**src/rtl/ps2_host_tx.sv**
```systemverilog
// Host-to-device PS/2 transmitter: sends one command byte to the keyboard over the open-drain pair.
// Latency: INHIBIT_CYCLES of clock inhibit, then 11 device clock falls; device edges seen 3 clk later.
// Backpressure: tx_ready only in IDLE; tx_valid at any other time is dropped, nothing is queued.
//
// Ports:
//   clk, rst                   system clock, synchronous active-high reset
//   tx_data/tx_valid/tx_ready  command byte handshake (accepted on tx_valid & tx_ready)
//   ps2_clk, ps2_data          raw (asynchronous) PS/2 lines
//   ps2_clk_oe, ps2_data_oe    1 = pull the line low, 0 = release
//   busy                       high in every state except IDLE
//   done / ack_err             frame-complete pulse; ack_err marks a NACK
//   timeout_err                abort pulse when the device stops clocking
module ps2_host_tx #(
    parameter int INHIBIT_CYCLES = 5000,
    parameter int TIMEOUT_CYCLES = 1000000
) (
    input  logic       clk,
    input  logic       rst,
    input  logic [7:0] tx_data,
    input  logic       tx_valid,
    output logic       tx_ready,
    input  logic       ps2_clk,
    input  logic       ps2_data,
    output logic       ps2_clk_oe,
    output logic       ps2_data_oe,
    output logic       busy,
    output logic       done,
    output logic       ack_err,
    output logic       timeout_err
);

    localparam int INH_W = $clog2(INHIBIT_CYCLES + 1);
    localparam int TO_W  = $clog2(TIMEOUT_CYCLES + 1);

    // Start bit goes out on the last inhibit cycle, clock is released one cycle later.
    localparam logic [INH_W-1:0] INH_START_BIT = INH_W'(INHIBIT_CYCLES - 2);
    localparam logic [INH_W-1:0] INH_LAST      = INH_W'(INHIBIT_CYCLES - 1);
    localparam logic [TO_W-1:0]  TO_LAST       = TO_W'(TIMEOUT_CYCLES - 1);

    typedef enum logic [2:0] {
        S_IDLE,
        S_INHIBIT,
        S_START,
        S_DATA,
        S_STOP,
        S_ACK,
        S_WAIT_IDLE
    } state_t;

    state_t           state;
    logic             clk_meta;
    logic             clk_sync;
    logic             clk_prev;
    logic             data_meta;
    logic             data_sync;
    logic             fall;
    logic             active;
    logic             to_hit;
    logic [7:0]       shreg;
    logic             parity;
    logic [2:0]       bit_cnt;
    logic             nack;
    logic [INH_W-1:0] inh_cnt;
    logic [TO_W-1:0]  to_cnt;

    // Synchronisers idle high so reset never fabricates a falling edge.
    always_ff @(posedge clk) begin
        if (rst) begin
            clk_meta  <= 1'b1;
            clk_sync  <= 1'b1;
            clk_prev  <= 1'b1;
            data_meta <= 1'b1;
            data_sync <= 1'b1;
        end else begin
            clk_meta  <= ps2_clk;
            clk_sync  <= clk_meta;
            clk_prev  <= clk_sync;
            data_meta <= ps2_data;
            data_sync <= data_meta;
        end
    end

    assign fall   = clk_prev & ~clk_sync;
    // Timeout watch covers everything from START through WAIT_IDLE.
    assign active = (state == S_START) || (state == S_DATA) || (state == S_STOP) ||
                    (state == S_ACK)   || (state == S_WAIT_IDLE);
    assign to_hit = active && !fall && (to_cnt == TO_LAST);

    always_ff @(posedge clk) begin
        if (rst) begin
            state       <= S_IDLE;
            tx_ready    <= 1'b1;
            busy        <= 1'b0;
            ps2_clk_oe  <= 1'b0;
            ps2_data_oe <= 1'b0;
            done        <= 1'b0;
            ack_err     <= 1'b0;
            timeout_err <= 1'b0;
            shreg       <= '0;
            parity      <= 1'b0;
            bit_cnt     <= '0;
            nack        <= 1'b0;
            inh_cnt     <= '0;
            to_cnt      <= '0;
        end else begin
            done        <= 1'b0;
            ack_err     <= 1'b0;
            timeout_err <= 1'b0;

            if (active) begin
                to_cnt <= fall ? '0 : to_cnt + 1'b1;
            end

            if (to_hit) begin
                ps2_clk_oe  <= 1'b0;
                ps2_data_oe <= 1'b0;
                timeout_err <= 1'b1;
                busy        <= 1'b0;
                state       <= S_IDLE;
            end else begin
                case (state)
                    S_IDLE: begin
                        if (tx_valid && tx_ready) begin
                            shreg       <= tx_data;
                            parity      <= ~^tx_data;
                            inh_cnt     <= '0;
                            ps2_clk_oe  <= 1'b1;
                            ps2_data_oe <= 1'b0;
                            tx_ready    <= 1'b0;
                            busy        <= 1'b1;
                            state       <= S_INHIBIT;
                        end else begin
                            // Held low during the done/abort cycle, so ready rises one cycle later.
                            tx_ready <= 1'b1;
                        end
                    end

                    // Device clock glitches while we hold the clock low are ignored here.
                    S_INHIBIT: begin
                        inh_cnt <= inh_cnt + 1'b1;
                        if (inh_cnt == INH_START_BIT) begin
                            ps2_data_oe <= 1'b1;
                        end
                        if (inh_cnt == INH_LAST) begin
                            ps2_clk_oe <= 1'b0;
                            to_cnt     <= '0;
                            state      <= S_START;
                        end
                    end

                    S_START: begin
                        if (fall) begin
                            ps2_data_oe <= ~shreg[0];
                            shreg       <= shreg >> 1;
                            bit_cnt     <= '0;
                            state       <= S_DATA;
                        end
                    end

                    // Falls 2..8 shift out D1..D7; fall 9 (bit_cnt == 7) sends parity.
                    S_DATA: begin
                        if (fall) begin
                            if (bit_cnt == 3'd7) begin
                                ps2_data_oe <= ~parity;
                                state       <= S_STOP;
                            end else begin
                                ps2_data_oe <= ~shreg[0];
                                shreg       <= shreg >> 1;
                                bit_cnt     <= bit_cnt + 1'b1;
                            end
                        end
                    end

                    S_STOP: begin
                        if (fall) begin
                            ps2_data_oe <= 1'b0;
                            state       <= S_ACK;
                        end
                    end

                    S_ACK: begin
                        if (fall) begin
                            nack  <= data_sync;
                            state <= S_WAIT_IDLE;
                        end
                    end

                    S_WAIT_IDLE: begin
                        if (clk_sync && data_sync) begin
                            done    <= 1'b1;
                            ack_err <= nack;
                            busy    <= 1'b0;
                            state   <= S_IDLE;
                        end
                    end

                    default: begin
                        ps2_clk_oe  <= 1'b0;
                        ps2_data_oe <= 1'b0;
                        busy        <= 1'b0;
                        state       <= S_IDLE;
                    end
                endcase
            end
        end
    end

endmodule
```
**config.mk**
```make
export PLATFORM = sky130hd
export DESIGN_NAME = ps2_host_tx
export DESIGN_NICKNAME = d
export VERILOG_FILES = /design/src/rtl/ps2_host_tx.sv
export SDC_FILE = /design/constraint.sdc
export NUM_CORES = 1
export LEC_CHECK = 0
export CORE_ASPECT_RATIO = 1.2
export CORE_MARGIN = 2
export CORE_UTILIZATION = 55
export CTS_CLUSTER_SIZE = 28
export DETAILED_ROUTE_END_ITERATION = 16
export HOLD_SLACK_MARGIN = 0.12
export PLACE_DENSITY = 0.75
export SETUP_SLACK_MARGIN = 0.15
export SLEW_MARGIN = 20
export SYNTH_ARGS = -nofsm -noshare
export SYNTH_HDL_FRONTEND = slang
export SYNTH_SLANG_ARGS = --single-unit
```
**constraint.sdc**
```tcl
create_clock -name clk -period 4.1 [get_ports clk]
set_clock_uncertainty 0.1 [all_clocks]
set_input_delay 0.82 -clock clk [delete_from_list [all_inputs] [get_ports clk]]
set_output_delay 0.82 -clock clk [all_outputs]
set_load 0.02 [all_outputs]
```
==> results.sh, run 1 <==
export IMPL_maxCapViolCount=0
export IMPL_postSynthAreaPerCell_um2=8.49
export IMPL_grt_pass1_wl_mm=10.7
export IMPL_required_ns=4.26
export IMPL_worstPathMaxFanout=16
export IMPL_grt_max_degree=25
export IMPL_grt_pass1_vias=2365
export IMPL_n_antenna_cell=0
export IMPL_synth_most_common_cell="dfxtp_1"
export IMPL_syn_to_final_growth_pct=10.9
export IMPL_seq_area_frac_synth=0.398
export IMPL_cp_arrival_ns=2.72
export IMPL_worst_pin_slew_ns=0.678
export IMPL_final_design_area_no_fill_um2=3400
export IMPL_routed_wl_mm=6.15
export IMPL_die_h_um=85.8
export IMPL_drive_above_1_share=0.0847
export IMPL_drtIter0Drc=121
export IMPL_period_minus_slack_ns=2.56
export IMPL_power_density_nw_per_um2=442
export IMPL_rsz0062_at_grt="false"
export IMPL_synth_top_area_cell="dfxtp_1"
export IMPL_num_vias=2565
export IMPL_io_pins=20
export IMPL_placedInstanceArea_um2=3240
export IMPL_n_fill_cell=462
export IMPL_design_die_area_um2=6190
export IMPL_crit_path_end_kind="register"
export IMPL_ys_ff_latch=61
export IMPL_timing_final_crit_share=0.624
export IMPL_overflow=0
export IMPL_dieWidth_um=72.2
export IMPL_synth_edf_count=0
export IMPL_grt_total_usage=0.221
export IMPL_use_met2=0.358
export IMPL_synth_cell_types=56
export IMPL_finalMaxSlewViolations=0
export IMPL_leakage_uw=0.00120
export IMPL_core_area_um2=5330
export IMPL_netlist_instances=361
export IMPL_run_status="complete, no violations"
export IMPL_post_cts_setup_buffers=0
export IMPL_route_detailed_drc=0
export IMPL_cts_resized=0
export IMPL_synthTopCellsByCount="dfxtp_1 (61), nor2_1 (49), a21oi_1 (26), nand2_1 (26)"
export IMPL_wire_per_inst_um=14.0
export IMPL_finalSetupViolCount=0
export IMPL_cts_buffers=9
export IMPL_row_count=29
export IMPL_power_uw=1500
export IMPL_gp_congestion=0.777
export IMPL_cts_tree="done"
export IMPL_firstDrtPassIters=4
export IMPL_synth_area_um2=3070
export IMPL_post_dp_hpwl_mm=4.29
export IMPL_ys_top_cells_by_area="dfxtp_1 (40%), nor2_1 (6.0%), xnor2_1 (5.1%)"
export IMPL_io_buffers=19
export IMPL_cts_hold_buf=0
export IMPL_gr_usage_met1=0.267
export IMPL_syn_nets=379
export IMPL_antenna_left=0
export IMPL_start_util=0.575
export IMPL_slew_headroom=0.547
export IMPL_async_flop_share=0
export IMPL_clock_latency_ns=0.35
export IMPL_peakVddDrop_mv=0.291
export IMPL_ys_flop_type="dfxtp_1"
export IMPL_antenna_found_initial=0
export IMPL_clock_sinks=61
export IMPL_finalHoldViolCount=0
export IMPL_nets=393
export IMPL_top_usage_layer="met2"
export IMPL_path_clk_slew_ns=0.06
export IMPL_hold_path_class="reg -> reg"
export IMPL_htreeDepth=3
export IMPL_synth_top_area_frac=0.398
export IMPL_path_class="in -> reg"
export IMPL_start_kind="input port"
export IMPL_whs_ns=0.312
export IMPL_grtUsageMet3=0.0752
export IMPL_root_buffer="clkbuf_8"
export IMPL_vias_per_cell=5.83
export IMPL_final_setup_tns_ns=0
export IMPL_max_freq_mhz=391
export IMPL_cts_buffer_depth=2
export IMPL_yosys_warnings=0
## report_power, final
| group | leakage [µW] | switching, µW | internal [µW] |
|---|---|---|---|
| logic | 0.000617 | 186 | 142 |
| registers | 0.000496 | 65.2 | 642 |
| clock network | 0.0000881 | 224 | 243 |
| total | 0.00120 | 474 | 1030 |
## cell families after synthesis
logic type,count (synthesis),synth area share
and+or+nand+nor,160,0.272
xor gates and xnor gates,26,0.0743
buffers and inverters,27,0.0465
DFF,61,0.398
muxes,11,0.0359
AOI/OAI and AO/OA,71,0.153
adders and majority gates,5,0.0204
## layout make-up
class,instances,area (µm²),share of cell area
Tap cell,62,77.6,0.0228
Multi-Input combinational cell,273,1700,0.500
Sequential cell,61,1220,0.359
Clock inverter,2,10.0,0.00294
Inverter,10,37.5,0.0110
Clock buffer,12,155,0.0456
Timing Repair Buffer,20,198,0.0581
## layout by cell type (no fill, tap or decap), drive strengths merged, types with 2 or more instances in the layout
cell           Yosys  layout
a211oi             9       9
a21o               4       4
a21oi             27      27
a22oi              2       2
a31oi              2       2
and2               5       5
and3               2       2
and4               2       2
clkbuf             8      12
clkdlybuf4s50      0      19
clkinv             1       3
dfxtp             61      61
ha                 5       5
inv                9       9
mux2i             11      11
nand2             26      26
nand2b             4       4
nand3             19      19
nand4              8       8
nand4b             3       3
nor2              49      49
nor2b              2       2
nor3               9       9
nor4               8       8
nor4bb             2       2
o211ai             2       2
o21ai             13      13
o311ai             2       2
or2                8       8
or3                6       6
or4                5       5
xnor2             18      18
xor2               8       8
## critical path, cell delays in order
cell             delay, ns
clkdlybuf4s50_1       0.53
nor4bb_1              0.42
a31oi_1               0.10
a21oi_2               0.54
nor2_1                0.09
a211oi_1              0.21
## worst paths after layout
path	end	slack [ns]	startpoint	cells after the start
min	clk_sync	0.31	clk_meta	1
max	shreg[4]	1.54	tx_valid	6
min reg2reg	clk_sync	0.31	clk_meta	1
max reg2reg	ack_err	1.64	state[1]	5
## routing by layer
layer  part of all wire  up-vias
met1               0.45     1206
met5                  0        -
met4              0.014        0
met2               0.50       45
met3              0.038        7
li1                   -     1307
## metrics by stage
step,setup WS (ns),utilization,instances
floorplan,2.03,-,361
global placement,1.28,0.607,426
detailed placement,1.20,0.607,426
CTS,1.59,0.638,440
global route,1.37,0.638,440
finish,1.54,0.638,440
## sequential cells by signal (all words and copies together) (netlist names), 3 cells and up
register and flops:
to_cnt 20, bit_cnt 3, state 3, shreg 8, inh_cnt 13
No activity file was read; power rests on OpenSTA's default activity.
==> run 2: changes to the inputs <==
--- a/config.mk
+++ b/config.mk
@@ -7,11 +7,11 @@
 export LEC_CHECK = 0
 export CORE_ASPECT_RATIO = 1.2
 export CORE_MARGIN = 2
-export CORE_UTILIZATION = 55
+export CORE_UTILIZATION = 53
 export CTS_CLUSTER_SIZE = 28
 export DETAILED_ROUTE_END_ITERATION = 16
 export HOLD_SLACK_MARGIN = 0.12
-export PLACE_DENSITY = 0.75
+export PLACE_DENSITY = 0.76
 export SETUP_SLACK_MARGIN = 0.15
 export SLEW_MARGIN = 20
 export SYNTH_ARGS = -nofsm -noshare
==> constraint.sdc (replaced) <==
create_clock -name clk -period 2.15 [get_ports clk]
set_clock_uncertainty 0.1 [all_clocks]
set_input_delay 0.43 -clock clk [delete_from_list [all_inputs] [get_ports clk]]
set_output_delay 0.43 -clock clk [all_outputs]
set_load 0.02 [all_outputs]
==> results.sh, run 2 (synthesis gave the netlist of run 1 again) <==
export IMPL_power_density_nw_per_um2=877
export IMPL_wire_per_inst_um=13.7
export IMPL_design_die_area_um2=6410
export IMPL_overflow=0
export IMPL_route_detailed_drc=0
export IMPL_n_fill_cell=476
export IMPL_finalHoldViolCount=0
export IMPL_clock_latency_ns=0.35
export IMPL_die_h_um=87.3
export IMPL_rsz0062_at_grt="false"
export IMPL_core_area_um2=5630
export IMPL_post_dp_hpwl_mm=4.68
export IMPL_nets=418
export IMPL_firstDrtPassIters=4
export IMPL_cp_slowest_cell="clkdlybuf4s50_1"
export IMPL_cpPeakStageDelay_ns=0.65
export IMPL_antenna_left=0
export IMPL_dp_cells=453
export IMPL_maxCapViolCount=0
export IMPL_crit_chain="clkdlybuf4s50_1"
export IMPL_largest_register_ffs=20
export IMPL_critPathBufInv=1
export IMPL_worstPathMaxFanout=5
export IMPL_final_setup_tns_ns=0
export IMPL_start_kind="register"
export IMPL_mostFrequentLayoutCell="dfxtp_1"
export IMPL_max_freq_mhz=519
export IMPL_leakage_uw=0.00135
export IMPL_drtIter0Drc=168
export IMPL_path_class="reg -> out"
export IMPL_fin_cells=469
export IMPL_drive_above_1_share=0.153
export IMPL_syn_to_final_growth_pct=19.8
export IMPL_hold_path_class="reg -> reg"
export IMPL_clock_sinks=61
export IMPL_finalSetupViolCount=0
export IMPL_timing_final_crit_share=0.896
export IMPL_start_util=0.544
export IMPL_peakVddDrop_mv=0.575
export IMPL_dieWidth_um=73.4
export IMPL_grt_pass1_wl_mm=11.4
export IMPL_root_buffer="clkbuf_8"
export IMPL_run_status="complete, no violations"
export IMPL_multi_input_area_um2=1730
export IMPL_vias_per_cell=5.68
export IMPL_io_pins=20
export IMPL_required_ns=1.62
export IMPL_cp_arrival_ns=1.40
export IMPL_path_clk_slew_ns=0.07
export IMPL_crit_path_end_kind="primary output"
export IMPL_io_buffers=19
export IMPL_slew_headroom=0.598
export IMPL_cts_tree="done"
export IMPL_num_vias=2666
export IMPL_cts_buffers=9
export IMPL_final_cell_mix="dfxtp_1 (60), nor2_1 (49), nand2_1 (26), a21oi_1 (26), buf_4 (25)"
export IMPL_crit_family="buffers and inverters"
export IMPL_n_antenna_cell=0
export IMPL_routed_wl_mm=6.44
export IMPL_gp_congestion=0.841
export IMPL_cts_buffer_depth=2
export IMPL_grt_total_usage=0.227
export IMPL_cts_hold_buf=0
export IMPL_antenna_found_initial=0
export IMPL_htreeDepth=3
export IMPL_row_count=30
export IMPL_finalMaxSlewViolations=0
export IMPL_seqCellArea_um2=1220
export IMPL_regMostFlops="to_cnt"
export IMPL_top_regs="to_cnt x20, inh_cnt x13, shreg x8"
export IMPL_worst_pin_slew_ns=0.595
export IMPL_grt_pass1_vias=2531
export IMPL_grt_max_degree=19
export IMPL_period_minus_slack_ns=1.93
[run 2: cell types whose count changed in the layout (fill, tap and decap cells not counted), moves of 2 or more]
| cell | before | now |
|---|---|---|
| buf_4 | 1 | 25 |
| a21o_2 | 2 | 0 |
| a21o_4 | 0 | 2 |
| bufinv_16 | 0 | 2 |
| clkbuf_8 | 11 | 9 |
[run 2: layout make-up]
cell class	count	share of cell area
multi-input combinational	273	0.470
sequential	61	0.333
timing repair buffer	45	0.109
clock buffer	11	0.0358
tap	64	0.0218
clock inverter	5	0.0204
inverter	10	0.0102
[run 2: stage by stage]
stage / total power (µW) / hold slack [ns] / utilization / setup WS (ns) / area, µm²
6_report: 3220 / 0.312 / 0.652 / 0.223 / 3670
3_5_place_dp: 2130 / 0.310 / 0.611 / -0.138 / 3440
2_1_floorplan: 1850 / 0.289 / - / 0.289 / 3070
4_1_cts: 3230 / 0.321 / 0.648 / 0.158 / 3650
5_1_grt: 3390 / 0.335 / 0.652 / 0.161 / 3670
3_3_place_gp: 2120 / 0.306 / 0.611 / 0.0540 / 3440
[run 2: routing by layer]
layer  vias to the layer above  GRT usage  share of wire
met5                         -          0              0
met4                         0     0.0975          0.018
met3                        13     0.0579          0.035
met2                        52      0.364           0.49
met1                      1236      0.287           0.46
li1                       1365          -              -
[run 2: worst paths after layout]
| path | start | endpoint | slack (ns) | cells past startpoint |
|---|---|---|---|---|
| worst max register to register | inh_cnt[3] | to_cnt[15] | 0.23 | 5 |
| worst max-delay path | ps2_data_oe | ps2_data_oe | 0.22 | 1 |
| worst min register to register | clk_meta | clk_sync | 0.31 | 1 |
| worst min-delay path | clk_meta | clk_sync | 0.31 | 1 |
[run 2: timing repair]
action | CTS | global route
buffers inserted | 0 | 0
resized for setup | 1 | 7
pin swaps | 0 | 2
setup endpoints to repair | 3 | 9
[run 2: report_power, final]
part | leakage [µW] | internal [µW] | switching [µW]
clock network | 0.000107 | 647 | 446
registers | 0.000496 | 1230 | 96.1
logic | 0.000743 | 387 | 418
==> run 3: changes to the inputs <==
--- a/config.mk
+++ b/config.mk
@@ -8,6 +8,7 @@
 export CORE_ASPECT_RATIO = 1.2
 export CORE_MARGIN = 2
 export CORE_UTILIZATION = 53
+export CTS_CLUSTER_DIAMETER = 40
 export CTS_CLUSTER_SIZE = 28
 export DETAILED_ROUTE_END_ITERATION = 16
 export HOLD_SLACK_MARGIN = 0.12
==> results of run 3 <==
Same layout as run 2: the final DEF is identical, and so are final timing and power.
